[config.mk]
export PLATFORM = sky130hd
export DESIGN_NAME = lfsr_rng
export DESIGN_NICKNAME = d
export VERILOG_FILES = /design/src/rtl/rng_pkg.sv /design/src/rtl/lfsr_galois.sv /design/src/rtl/lfsr_rng.sv
export SDC_FILE = /design/constraint.sdc
export NUM_CORES = 1
export LEC_CHECK = 0
export BUFFER_PORTS_ARGS = -buffer_cell sky130_fd_sc_hd__buf_2
export CAP_MARGIN = 20
export CORE_MARGIN = 2
export CORE_UTILIZATION = 51
export CTS_CLUSTER_DIAMETER = 100
export DETAILED_ROUTE_END_ITERATION = 8
export PLACE_DENSITY = 0.79
export SYNTH_ARGS = -nofsm -noshare
export SYNTH_HDL_FRONTEND = slang
export SYNTH_SLANG_ARGS = --single-unit
[constraint.sdc]
create_clock -name clk -period 3.55 [get_ports clk]
set_input_delay 0.71 -clock clk [delete_from_list [all_inputs] [get_ports clk]]
set_output_delay 0.71 -clock clk [all_outputs]
set_load 0.02 [all_outputs]
[src/rtl/rng_pkg.sv]
// Shared types and helpers for the LFSR random-number source.
package rng_pkg;

    typedef enum logic [1:0] {
        IDLE = 2'd0,
        DRAW = 2'd1,
        DONE = 2'd2
    } rng_state_e;

    // Maximal-length Galois tap masks (right-shift form)
    localparam logic [7:0]  TAPS_W8  = 8'hB8;
    localparam logic [15:0] TAPS_W16 = 16'hB400;
    localparam logic [23:0] TAPS_W24 = 24'hE10000;
    localparam logic [31:0] TAPS_W32 = 32'hA3000000;

    // Operates on a zero-extended state; callers truncate back to their width
    function automatic logic [31:0] galois_next(input logic [31:0] s, input logic [31:0] taps);
        return (s >> 1) ^ (s[0] ? taps : 32'h0);
    endfunction

endpackage

[src/rtl/lfsr_galois.sv]
// Galois LFSR state register with seed load; a zero seed is replaced by SEED
// so the register can never lock up at zero.
module lfsr_galois
    import rng_pkg::*;
#(
    parameter int unsigned      WIDTH = 16,
    parameter logic [WIDTH-1:0] TAPS  = TAPS_W16,
    parameter logic [WIDTH-1:0] SEED  = WIDTH'(1)
) (
    input  logic             clk,
    input  logic             rst,
    input  logic             step,
    input  logic             load,
    input  logic [WIDTH-1:0] load_val,
    output logic [WIDTH-1:0] state,
    output logic [WIDTH-1:0] next
);

    logic [WIDTH-1:0] state_q;

    assign next  = WIDTH'(galois_next(32'(state_q), 32'(TAPS)));
    assign state = state_q;

    always_ff @(posedge clk) begin
        if (rst) begin
            state_q <= SEED;
        end else if (load) begin
            state_q <= (load_val == '0) ? SEED : load_val;
        end else if (step) begin
            state_q <= next;
        end
    end

endmodule

[src/rtl/lfsr_rng.sv]
// Request/valid uniform draw engine on top of a Galois LFSR: rejection
// sampling into [0, RANGE-1], optional no-immediate-repeat, bounded retries.
module lfsr_rng
    import rng_pkg::*;
#(
    parameter int unsigned      WIDTH     = 16,
    parameter logic [WIDTH-1:0] TAPS      = TAPS_W16,
    parameter logic [WIDTH-1:0] SEED      = WIDTH'(1),
    parameter int unsigned      OUT_W     = 4,
    parameter int unsigned      RANGE     = 9,
    parameter bit               NO_REPEAT = 1'b1,
    parameter int unsigned      MAX_TRY   = 8
) (
    input  logic             clk,
    input  logic             rst,
    input  logic             en,
    input  logic             seed_load,
    input  logic [WIDTH-1:0] seed_in,
    input  logic             req,
    output logic             rdy,
    output logic             valid,
    output logic [OUT_W-1:0] value,
    output logic [WIDTH-1:0] raw
);

    localparam int unsigned TRY_W = (MAX_TRY > 1) ? $clog2(MAX_TRY) : 1;

    rng_state_e       state_q;
    logic [OUT_W-1:0] value_q;
    logic             have_prev_q;
    logic [TRY_W-1:0] try_cnt_q;

    logic             lfsr_step;
    logic [WIDTH-1:0] lfsr_state;
    logic [WIDTH-1:0] lfsr_next;
    logic [WIDTH-1:0] unused_next;
    logic [OUT_W-1:0] cand;
    logic             cand_reject;
    logic             last_try;
    logic [31:0]      value_inc;
    logic [OUT_W-1:0] fallback;

    // Step when free-running in IDLE (req wins over en) or once per DRAW cycle
    assign lfsr_step = !seed_load &&
                       (((state_q == IDLE) && !req && en) || (state_q == DRAW));

    lfsr_galois #(
        .WIDTH (WIDTH),
        .TAPS  (TAPS),
        .SEED  (SEED)
    ) u_lfsr (
        .clk      (clk),
        .rst      (rst),
        .step     (lfsr_step),
        .load     (seed_load),
        .load_val (seed_in),
        .state    (lfsr_state),
        .next     (lfsr_next)
    );

    assign unused_next = lfsr_next;
    assign cand        = lfsr_next[WIDTH-1 -: OUT_W];
    assign cand_reject = (32'(cand) >= RANGE) ||
                         (NO_REPEAT && have_prev_q && (cand == value_q));
    assign last_try    = (32'(try_cnt_q) == (MAX_TRY - 1));
    assign value_inc   = 32'(value_q) + 32'd1;
    assign fallback    = !have_prev_q        ? '0 :
                         (value_inc >= RANGE) ? '0 : OUT_W'(value_inc);

    always_ff @(posedge clk) begin
        if (rst) begin
            state_q     <= IDLE;
            value_q     <= '0;
            have_prev_q <= 1'b0;
            try_cnt_q   <= '0;
        end else if (seed_load) begin
            state_q     <= IDLE;
            have_prev_q <= 1'b0;
            try_cnt_q   <= '0;
        end else begin
            case (state_q)
                IDLE: begin
                    if (req) begin
                        state_q   <= DRAW;
                        try_cnt_q <= '0;
                    end
                end
                DRAW: begin
                    if (!cand_reject) begin
                        value_q <= cand;
                        state_q <= DONE;
                    end else if (last_try) begin
                        value_q <= fallback;
                        state_q <= DONE;
                    end else begin
                        try_cnt_q <= try_cnt_q + TRY_W'(1);
                    end
                end
                DONE: begin
                    have_prev_q <= 1'b1;
                    state_q     <= IDLE;
                end
                default: state_q <= IDLE;
            endcase
        end
    end

    assign rdy   = (state_q == IDLE);
    assign valid = (state_q == DONE);
    assign value = value_q;
    assign raw   = lfsr_state;

endmodule

==> metrics.txt <==
worst vdd ir 258 µV; clock sink count 26; Hold Fails Final Rpt 0; CP required 3.80 ns; HP Class reg2reg; Hold Slack 0.497 ns; relative slew slack 0.514; Via density 5.94; Total Routing Usage GR 0.215; port bufs 42; Setup TNS 0 ns; Worst R2R Path Depth 6; hold_buf cts 0; pwr dens a little under 400 nW/µm²; Reg clk slew, reported paths 0.16 ns; Placeable Area ~2800 µm²; Seq/Total Area, Yosys 0.346; Final nets 229; Max Cap Viol 0; Yosys cell types 44; Max Root-Sink Buffers 2; Vert. Die Dim 58.3 µm; sw power 202 µW; Mapped Cells around 170; number of global-route vias before repair 1286; RePlAce Congestion 0.813; outcome finished, final reports clean; Syn Nets 192; Setup Viol. Count Final 0; Comb power frac 0.207; 1st-iter DRT viols 72; Final Max Slew Viols 0; post-CTS setup buffer count 0; Initial Util 0.541; Post-synth ARST share 0; post-route cell area 1750 µm²; Most used DFF post-synth dfxtp_1; internal power 479 µW; Hold Path Depth 2; post_cts resized 0; ratio of cells with drive above 1 in the final layout 0.300; hpwl dp approximately 2500 µm; via count ~1400; switching share of power 0.297; RSZ-0062 raised after global routing no; Cell Area, Placed ~1700 µm²; Die Wd 58.3 µm; final worst slack about 1.5 ns; final worst-path cycle share 0.574; EDFF count, synth 0; Routed WL 3480 µm; FF-to-FF Start value[0]; Remaining DRCs 0; Syn Area/Cell 9.01 µm²; Area Overhead vs Synth 16.1%; Flop pwr share 0.487; post-synthesis sequential element count 26; Setup crit start seed_load; largest net degree at the start of global routing 28; CTS tree yes; clock power share 0.307; Cell Rows 19; worst skew pair latency 0.33 ns; Clock Skews 0.0159 ns; R2R setup slack 1.58 ns; Critical Path Sink Type flip-flop; Die ar. roughly 3400 µm²; total CTS buffers 3; Hold Crit Endpoint u_lfsr.state[10]; pre-CTS setup slack 1.18 ns; worst slew pin tran 0.727 ns; Period minus WS final 2.04 ns; reg2reg end value[3]; Root Driver clkbuf_4; worst path arrival time 2.29 ns; H-tree lvl count 1; critical path class in2reg; hold path start u_lfsr.state[10]; I/O pin count 43; Leakage 0.000705 µW; initial antenna violation count 0; Worst setup SP type primary input; Yosys warnings 0; total grt overflow 0; Pre-Repair DR Iteration Count 5; post-route ant nets 0; ANT cells 0; first-pass GRT wire length 5730 µm; fmax 491 MHz; Syn Std Cell Area ~1500 µm²; per-cell routed wire length 14.9 µm; crit path max fanout 19; Final Power 681 µW
==> cell usage after synthesis (2+ instances only) <==
| cell type | count | share of area |
|---|---|---|
| a211oi_1 | 12 | 0.060 |
| a211oi_2 | 2 | 0.017 |
| a21oi_1 | 8 | 0.027 |
| a221oi_1 | 7 | 0.041 |
| a41oi_4 | 2 | 0.037 |
| clkbuf_1 | 6 | 0.015 |
| dfxtp_1 | 26 | 0.35 |
| ha_1 | 4 | 0.033 |
| inv_1 | 4 | 0.010 |
| mux2i_1 | 4 | 0.027 |
| nand2_1 | 13 | 0.032 |
| nand2b_1 | 2 | 0.0083 |
| nand3_1 | 3 | 0.010 |
| nand3b_1 | 2 | 0.010 |
| nor2_1 | 22 | 0.055 |
| nor2b_1 | 2 | 0.0083 |
| nor3_1 | 11 | 0.037 |
| nor4_1 | 5 | 0.021 |
| o21ai_0 | 2 | 0.0067 |
| xnor2_1 | 5 | 0.029 |
| xor2_1 | 2 | 0.012 |
==> flip-flops by register name, indices dropped and copies added, names as in the netlist <==
signal and cells:
try_cnt_q 3, state_q 2, have_prev_q 1, u_lfsr.state 16, value 4
==> cell families (layout without fill, tap and decap cells) <==
group	after synthesis	count (layout)	share of synthesized area
AND/OR/NAND/NOR	69	69	0.245
AO/OA/AOI/OAI	39	39	0.234
flip-flops	26	26	0.346
buffers and inverters	16	52	0.0540
XOR/XNOR	8	8	0.0515
multiplexers	5	5	0.0366
adder cells (fa/ha/maj)	4	4	0.0333
==> layer usage <==
metal / GRT usage / wire, µm / up-vias
met2: 0.366 / 1670 / 54
li1: - / - / 691
met3: 0.0352 / 171 / 7
met1: 0.269 / 1580 / 639
met4: 0.0897 / 56 / 0
met5: 0 / 0 / -
==> placed cells by master (no fill, tap or decap), drive strengths merged, types with 4 or more instances in the layout <==
master | synthesis | layout
buf | 3 | 42
nor4 | 6 | 6
a221oi | 7 | 7
mux2i | 4 | 4
dfxtp | 26 | 26
nand2 | 13 | 13
a21oi | 8 | 8
ha | 4 | 4
xnor2 | 6 | 6
nor2 | 22 | 22
inv | 5 | 5
nor3 | 12 | 12
a211oi | 14 | 14
==> power groups by stage <==
stage / Sequential [µW] / Combinational, µW / Clock, µW
final: 331 / 141 / 209
after global routing: 335 / 152 / 223
after CTS: 331 / 141 / 209
after detailed placement: 338 / 140 / 0
after global placement: 336 / 138 / 0
after floorplan: 353 / 80.0 / 0
==> metrics by stage <==
stage | cells | util
2_1_floorplan | 167 | -
3_3_place_gp | 230 | 0.610
3_5_place_dp | 230 | 0.610
4_1_cts | 234 | 0.628
5_1_grt | 234 | 0.628
6_report | 234 | 0.628
==> worst max-delay path by stage <==
stage	endpoint	cells past startpoint
floorplan	value[3]	6
global placement	u_lfsr.state[0]	5
detailed placement	u_lfsr.state[0]	5
CTS	u_lfsr.state[0]	5
global route	u_lfsr.state[0]	5
finish	u_lfsr.state[0]	5
==> final cells by class <==
cell class | instances | area [µm²]
Fill cell | 226 | 1030
Multi-Input combinational cell | 125 | 903
Sequential cell | 26 | 520
Timing Repair Buffer | 42 | 210
Tap cell | 31 | 38.8
Clock inverter | 1 | 30.0
Clock buffer | 3 | 22.5
Inverter | 6 | 22.5
==> critical path, stage by stage <==
cell,delay (ns)
buf_2,0.33
clkinv_1,0.35
a41oi_2,0.48
a21oi_1,0.13
a211o_1,0.27
Note: power is estimated with default switching activity, not from simulation.
